$ cat src/rtl/car_motion_ctrl.sv
// Car motion controller: steps a one-hot car position one floor at a time toward
// the requested stops, and holds the door open for a programmed time at each stop.
module car_motion_ctrl #(
    parameter int unsigned TRAVEL_TICKS = 32,
    parameter int unsigned DOOR_TICKS   = 96
) (
    input  logic       clk,
    input  logic       rst_n,
    input  logic [1:0] ud_mode,
    input  logic [3:0] eff_req,
    input  logic       door_hold,
    output logic [3:0] position,
    output logic [1:0] floor_idx,
    output logic       moving,
    output logic [1:0] dir,
    output logic       door_open,
    output logic       arrive
);

    localparam logic [1:0] DirNone = 2'b00;
    localparam logic [1:0] DirUp   = 2'b01;
    localparam logic [1:0] DirDown = 2'b10;

    localparam logic [7:0] TravelLast = 8'(TRAVEL_TICKS - 1);
    localparam logic [7:0] DoorLast   = 8'(DOOR_TICKS - 1);

    typedef enum logic [1:0] {StIdle, StTravel, StSettle, StDoor} state_e;

    state_e     state_q, state_d;
    logic [7:0] tick_q, tick_d;
    logic [1:0] settle_q, settle_d;
    logic [3:0] pos_q, pos_d;
    logic [1:0] idx_q, idx_d;
    logic [1:0] dir_q, dir_d;
    logic       arrive_q, arrive_d;
    logic       at_stop;
    logic       at_end;

    assign at_stop = |(eff_req & pos_q);
    assign at_end  = pos_q[0] | pos_q[3];

    always_comb begin
        state_d  = state_q;
        tick_d   = tick_q;
        settle_d = settle_q;
        pos_d    = pos_q;
        dir_d    = dir_q;
        arrive_d = 1'b0;
        case (state_q)
            StIdle: begin
                // A stop at the current floor wins over any departure.
                if (at_stop) begin
                    state_d = StDoor;
                    tick_d  = '0;
                    dir_d   = DirNone;
                end else if (ud_mode == DirUp && !pos_q[3]) begin
                    state_d = StTravel;
                    dir_d   = DirUp;
                    tick_d  = '0;
                end else if (ud_mode == DirDown && !pos_q[0]) begin
                    state_d = StTravel;
                    dir_d   = DirDown;
                    tick_d  = '0;
                end
            end
            StTravel: begin
                if (tick_q == TravelLast) begin
                    pos_d    = (dir_q == DirUp) ? {pos_q[2:0], 1'b0} : {1'b0, pos_q[3:1]};
                    arrive_d = 1'b1;
                    state_d  = StSettle;
                    settle_d = '0;
                    tick_d   = '0;
                end else begin
                    tick_d = tick_q + 8'd1;
                end
            end
            StSettle: begin
                // Second settle cycle: the request processor has seen the new floor.
                if (settle_q == 2'd1) begin
                    tick_d = '0;
                    if (at_stop || ud_mode != dir_q || at_end) begin
                        state_d = StDoor;
                        dir_d   = DirNone;
                    end else begin
                        state_d = StTravel;
                    end
                end else begin
                    settle_d = settle_q + 2'd1;
                end
            end
            StDoor: begin
                if (door_hold) begin
                    tick_d = '0;
                end else if (tick_q == DoorLast) begin
                    state_d = StIdle;
                    tick_d  = '0;
                end else begin
                    tick_d = tick_q + 8'd1;
                end
            end
            default: state_d = StIdle;
        endcase
    end

    always_comb begin
        idx_d = 2'd0;
        unique case (pos_d)
            4'b0001: idx_d = 2'd0;
            4'b0010: idx_d = 2'd1;
            4'b0100: idx_d = 2'd2;
            4'b1000: idx_d = 2'd3;
            default: idx_d = 2'd0;
        endcase
    end

    always_ff @(posedge clk or negedge rst_n) begin
        if (!rst_n) begin
            state_q  <= StIdle;
            tick_q   <= '0;
            settle_q <= '0;
            pos_q    <= 4'b0001;
            idx_q    <= 2'd0;
            dir_q    <= DirNone;
            arrive_q <= 1'b0;
        end else begin
            state_q  <= state_d;
            tick_q   <= tick_d;
            settle_q <= settle_d;
            pos_q    <= pos_d;
            idx_q    <= idx_d;
            dir_q    <= dir_d;
            arrive_q <= arrive_d;
        end
    end

    assign position  = pos_q;
    assign floor_idx = idx_q;
    assign moving    = (state_q == StTravel);
    assign dir       = dir_q;
    assign door_open = (state_q == StDoor);
    assign arrive    = arrive_q;

endmodule

$ cat config.mk
export PLATFORM = sky130hd
export DESIGN_NAME = car_motion_ctrl
export DESIGN_NICKNAME = d
export VERILOG_FILES = /design/src/rtl/car_motion_ctrl.sv
export SDC_FILE = /design/constraint.sdc
export NUM_CORES = 1
export LEC_CHECK = 0
export CAP_MARGIN = 20
export CORE_MARGIN = 2
export CORE_UTILIZATION = 58
export CTS_BUF_LIST = sky130_fd_sc_hd__clkbuf_2
export DETAILED_ROUTE_END_ITERATION = 7
export DONT_BUFFER_PORTS = 1
export PLACE_DENSITY = 0.82
export SETUP_SLACK_MARGIN = 0.3
export SLEW_MARGIN = 20
export SYNTH_ARGS = -nofsm -noshare
export SYNTH_HDL_FRONTEND = slang
export SYNTH_SLANG_ARGS = --single-unit
$ cat constraint.sdc
create_clock -name clk -period 1.8 [get_ports clk]
set_input_delay 0.18 -clock clk [delete_from_list [all_inputs] [get_ports clk]]
set_output_delay 0.18 -clock clk [all_outputs]
set_load 0.05 [all_outputs]
Word level (Yosys, flattened, before mapping)
Index checks and enable logic that the tools add are counted.
{"block": "word_totals", "register_bits": 21, "input_bits": 9, "output_inout_bits": 11, "wordCells": 77}
{"block": "classes", "addsub": 2, "n_eq_ne": 20, "muxes": 32, "bitwise": 2, "n_reduce_logical": 14}
{"op": "two-way mux 8 bit", "count": 7}
{"op": "case mux 8 bit (4 select lines)", "count": 1}
{"op": "two-way mux 2 bit", "count": 15}
{"op": "two-way mux 4 bit", "count": 3}
{"op": "adder 8 x 1 -> 8 bit (second input constant)", "count": 1}
{"op": "equality test 2 x 1 -> 1 bit (second input constant)", "count": 4}
{"op": "equality test 8 x 5 -> 1 bit (second input constant)", "count": 1}
{"op": "equality test 8 x 7 -> 1 bit (second input constant)", "count": 1}
{"op": "inequality test 2 bit (second input constant)", "count": 4}
{"op": "case mux 2 bit (2 select lines)", "count": 2}
{"op": "case mux 2 bit (4 select lines)", "count": 1}
{"op": "equality test 2 bit (second input constant)", "count": 3}
{"op": "case mux 2 bit (3 select lines)", "count": 1}
{"op": "AND reduction 5 bit", "count": 1}
{"op": "bitwise AND 4 bit", "count": 1}
{"op": "equality test 4 x 2 -> 1 bit (second input constant)", "count": 1}
{"op": "equality test 4 x 3 -> 1 bit (second input constant)", "count": 1}
{"op": "equality test 4 bit (second input constant)", "count": 1}
{"op": "inequality test 2 x 1 -> 1 bit (second input constant)", "count": 2}
{"op": "inequality test 4 bit (second input constant)", "count": 1}
{"op": "AND reduction 4 bit", "count": 1}
{"op": "nonzero test 2 bit", "count": 2}
{"op": "OR reduction 4 bit", "count": 1}
{"op": "AND reduction 3 bit", "count": 1}
{"op": "other kinds (9)", "count": 13}

Logic depth before layout (Yosys ltp)
Gate-level depths: netlist of run 1.
{"block": "depth", "ltp_word": 7, "ltp_mapped": 7, "mapped_depth_nobuf": 7}

Least setup slack after synthesis of run 1
OpenSTA, ideal clock, no wires.
{"block": "synth_timing", "path_kind": "register to register", "from": "register pos_q[2], in the netlist position[2]", "to": "register dir_q[1], in the netlist dir[1]", "setup_ns": 0.125, "t_arrival_ns": 1.881, "t_required_ns": 1.675, "slack_ns": -0.206, "stages_incl_launch_ff": 7, "n_path_buf": 1, "period_less_slack_ns": 2.006, "path_cell_list": "dfrtp_1 buf_6 a22o_1 a221oi_2 a21oi_1 and3_4 mux2_4"}
{"block": "synth_via", "elab_chain_len": 6, "elab_cells_between_ends": 9, "classes_between": "eq/ne (2); mux (2); bitwise (1); reduce/logical (4)"}
{"element": "start: declaration", "line_no": "32", "rtl": "logic [3:0] pos_q, pos_d;"}
{"element": "start signal: assignment", "line_no": "129", "rtl": "pos_q <= pos_d;"}
{"element": "bitwise AND 4 bit (*)", "line_no": "39", "rtl": "assign at_stop = |(eff_req & pos_q);"}
{"element": "OR reduction 4 bit (*)", "line_no": "39"}
{"element": "logical OR 1 bit (2 in series)", "line_no": "81", "rtl": "if (at_stop || ud_mode != dir_q || at_end) begin"}
{"element": "inequality test 2 bit (no source line)"}
{"element": "AND reduction 4 bit (no source line)"}
{"element": "end signal: assignment", "line_no": "123", "rtl": "dir_q <= DirNone;"}
{"element": "end signal: assignment", "line_no": "131", "rtl": "dir_q <= dir_d;"}
{"element": "end: declaration", "line_no": "34", "rtl": "logic [1:0] dir_q, dir_d;"}
Mark *: on every way between the ends. The rest lies on a longest branch, timed or not.
A chain may end at the register's enable or synchronous reset.

Final worst setup path of run 1
{"block": "layout_timing", "from": "register pos_q[3], in the netlist position[3]", "to": "register tick_q[6]"}
{"block": "layout_via", "elab_chain_len": 5, "elab_cells_between_ends": 9, "classes_between": "eq/ne (1); mux (3); bitwise (1); reduce/logical (4)"}
{"element": "zero test 1 bit", "line_no": "56", "rtl": "end else if (ud_mode == DirUp && !pos_q[3]) begin"}
{"element": "logical AND 1 bit", "line_no": "56"}
{"element": "two-way mux 8 bit", "line_no": "56"}
{"element": "two-way mux 8 bit", "line_no": "52", "rtl": "if (at_stop) begin"}
{"element": "case mux 8 bit (4 select lines)", "line_no": "49", "rtl": "case (state_q)"}
{"element": "end signal: assignment", "line_no": "127", "rtl": "tick_q <= tick_d;"}
{"element": "end: declaration", "line_no": "30", "rtl": "logic [7:0] tick_q, tick_d;"}
Several ways; a longest one is shown, not always the timed one.

==> impl_metrics.tcl, run 1 <==
set metrics [dict create \
    status "completed" \
    ff_latch_area_um2 534 \
    gr-total-overflow 0 \
    ys_seq_elements 21 \
    drt-vias-per-instance 6.52 \
    cpLargestDelayFamily "compound AO/OA/AOI/OAI gates" \
    final_cell_mix "buf_4, nand2_1, dfrtp_1, nor2_1, nand3_1" \
    initial_core_util_pct 62.5 \
    ir_drop_mv 1.17 \
    min-delay-start "ud_mode[1]" \
    cp_max_fo 6 \
    cts_sinks 21 \
    p_total_uw 2410 \
    p_per_area_nw_per_um2 1470 \
    antenna_found_initial 0 \
    multi_input_area_um2 793 \
    synth.avg_cell_area_um2 9.27 \
    num_rows 16 \
    grt_max_degree 22 \
    drcViolationCount 0 \
    drt_pass1_iterations 4 \
    syn_inst 135 \
    yosysSeqAreaShare_pct 42.1 \
    die_h_um 50.4 \
    pwr-share-seq_pct 31.4 \
    drive_above_1_share_pct 40.4 \
    synth_edf_count 0 \
    hold_path_depth 3 \
    cts_buffers 3 \
    core_area_um2 2000 \
    crit_buf_inv 1 \
    crit_path_end_kind "register" \
    yosys-top-cells-area "dfrtp_1, nand2_1, nand3_1" \
    fin_crit_ps 1740 \
    worstMarginPinSlew_ps 966 \
    reg2reg_to "tick_q[6]" \
    relSlewSlack_pct 35.4 \
    placed_area_um2 1380 \
    setup_violations 0 \
    io_pins 20 \
    final_area_um2 1640 \
    power_leakage_uw 0.000715 \
    drt_wl_total_um 3590 \
    share_comb_of_total_power_pct 60.1 \
    synthesis.nets 146 \
    num-fill-cells 120 \
    path_class "reg -> reg" \
    final_nets 173 \
    clock.fmax_mhz 576 \
    p_switching_uw 1120 \
    drt_iter0_markers 79 \
    hold_violations 0 \
    grt_pass1_vias 1183 \
    arrival_ps 1980 \
    start_kind "register" \
    utilization_pct 81.9 \
    cts_tree "built" \
    grt_pass1_wl_um 5580 \
    worst_r2r_startpoint "position[3]" \
    min_path_type "in -> reg" \
    max-cap-violations 0 \
    worst_skew_pair.late_latency_ps 330 \
    rsz0062_at_grt "true" \
    grt.total_usage_pct 29.0 \
    maxSlewViolCount 0 \
    pwr-share-clk_pct 8.5 \
    holdWs_ps 25.6 \
    cpPeakStageDelay_ps 510 \
    wl_per_cell_um 19.1 \
    reg2reg_depth 6 \
    fp.dieArea_um2 2540 \
    cts_htree_levels 1 \
    clk_pin_slew_ps 200 \
    final_common_cell "buf_4" \
    synthDistinctLibCells 43 \
    yosys.area.top_type "dfrtp_1" \
    rrSetupSlack_ps 60 \
    n_antenna_cell 0 \
    post-route-period-util_pct 96.5 \
    ys.flop_type "dfrtp_1" \
    critPathSlowestCell "dfrtp_2" \
    clockRootBuffer "clkbuf_2" \
    ant_nets 0 \
    num_vias 1225 \
    p_sw_share_pct 46.2 \
    fin_skew_ps 3.38 \
    synth-async-reset-ratio_pct 100 \
    internal_power_uw 1300 \
    yosysWarningCount 0 \
    io_buffers 0 \
    required_ps 2040 \
    hpwl_um 2000 \
    dieWidth_um 50.4 \
    place_congestion 0.809 \
    area_delta_synth_final_pct 31.0 \
    synth.top_cell.area_share_pct 40.0 \
    syn_area_um2 1250 \
    clockBufferDepth 2 \
    crit_chain "nor3b_4 > a211oi_1 > a21oi_2 > buf_4 > nor2_4 > a221o_1" \
    holdPathEnd "dir[0]" \
]
-- layout make-up --
class	count	area share [%]
clock buffer	4	1.22
timing repair buffer	28	14.1
inverter	6	1.60
multi-input combinational	102	48.4
sequential	21	32.6
tap	27	2.06
-- worst reg2reg max path, stage by stage, from the launching register on --
cell and delay [ps]:
dfrtp_2 510, nor3b_4 290, a211oi_1 100, a21oi_2 220
buf_4 160, nor2_4 50, a221o_1 340
-- power groups by stage --
stage          combinational, uW  sequential, uW  clock, uW
2_1_floorplan                733             814          0
6_report                    1450             758        205
3_3_place_gp                1010             738          0
4_1_cts                     1280             724        208
3_5_place_dp                1040             751          0
5_1_grt                     1540             772        227
-- metrics by stage --
stage | setup TNS (ps) | worst slack, ps | instances
after floorplan | -67.6 | -67.6 | 135
after global placement | 0 | 127 | 168
after detailed placement | 0 | 61.7 | 168
after CTS | 0 | 104 | 186
after global routing | -2.29 | -2.29 | 188
final | 0 | 63.9 | 188
-- cell usage after synthesis (all sizes together), types with 2 or more instances --
cell / count
mux2i: 2
a211oi: 2
nor2: 12
nand2b: 3
or3b: 2
ha: 2
a21oi: 8
a31oi: 5
mux2: 2
dfrtp: 20
nor4: 2
o21ai: 7
buf: 5
xor2: 3
clkbuf: 2
nand3: 9
a22o: 3
o32a: 2
nor3b: 4
and3: 4
inv: 6
nand2: 16
-- worst max path at each step --
stage / start / to / slack [ps] / cells after the start
6_report: position[3] / tick_q[6] / 60 / 6
5_1_grt: position[3] / tick_q[6] / -2 / 6
4_1_cts: state_q[1] / floor_idx[1] / 100 / 5
3_5_place_dp: tick_q[5] / tick_q[6] / 60 / 5
3_3_place_gp: tick_q[5] / tick_q[6] / 130 / 5
2_1_floorplan: position[2] / dir[1] / -70 / 6
-- state kept, by name, indices dropped and copies added (netlist names) --
signal and cells:
arrive 1, dir 2, floor_idx 2, position 4
settle_q 2, state_q 2, tick_q 8
-- routing by layer --
| layer | global-route usage [%] | routed length, um | vias up |
|---|---|---|---|
| li1 | - | - | 540 |
| met3 | 7.74 | 327 | 16 |
| met4 | 8.11 | 122 | 0 |
| met1 | 38.1 | 1410 | 589 |
| met5 | 0 | 0 | - |
| met2 | 47.1 | 1730 | 80 |
-- repair_timing --
item,4_1_cts,5_1_grt
hold buffers,1,0
hold endpoints to repair,21,0
setup buffers,12,2
gates resized for setup,15,13
pin swaps,8,1
gates cloned,1,0
setup endpoints to repair,16,22
-- kinds of logic (layout without fill, tap and decap cells) --
group,after synthesis,in the layout,synth area share [%]
AO/OA/AOI/OAI,34,35,19.4
XOR/XNOR,4,4,2.80
adder cells (fa/ha/maj),2,2,2.00
buffers and inverters,13,38,5.30
flip-flops,21,21,42.1
multiplexers,4,4,3.70
AND/OR/NAND/NOR,57,57,24.7
Power figures use the tool's default switching activity.
==> inputs of run 2 (changes only) <==
--- a/config.mk
+++ b/config.mk
@@ -9,6 +9,7 @@
 export CORE_MARGIN = 2
 export CORE_UTILIZATION = 58
 export CTS_BUF_LIST = sky130_fd_sc_hd__clkbuf_2
+export CTS_CLUSTER_DIAMETER = 100
 export DETAILED_ROUTE_END_ITERATION = 7
 export DONT_BUFFER_PORTS = 1
 export PLACE_DENSITY = 0.82
==> results of run 2 <==
Same layout as run 1: the final DEF is identical, and so are final timing and power.
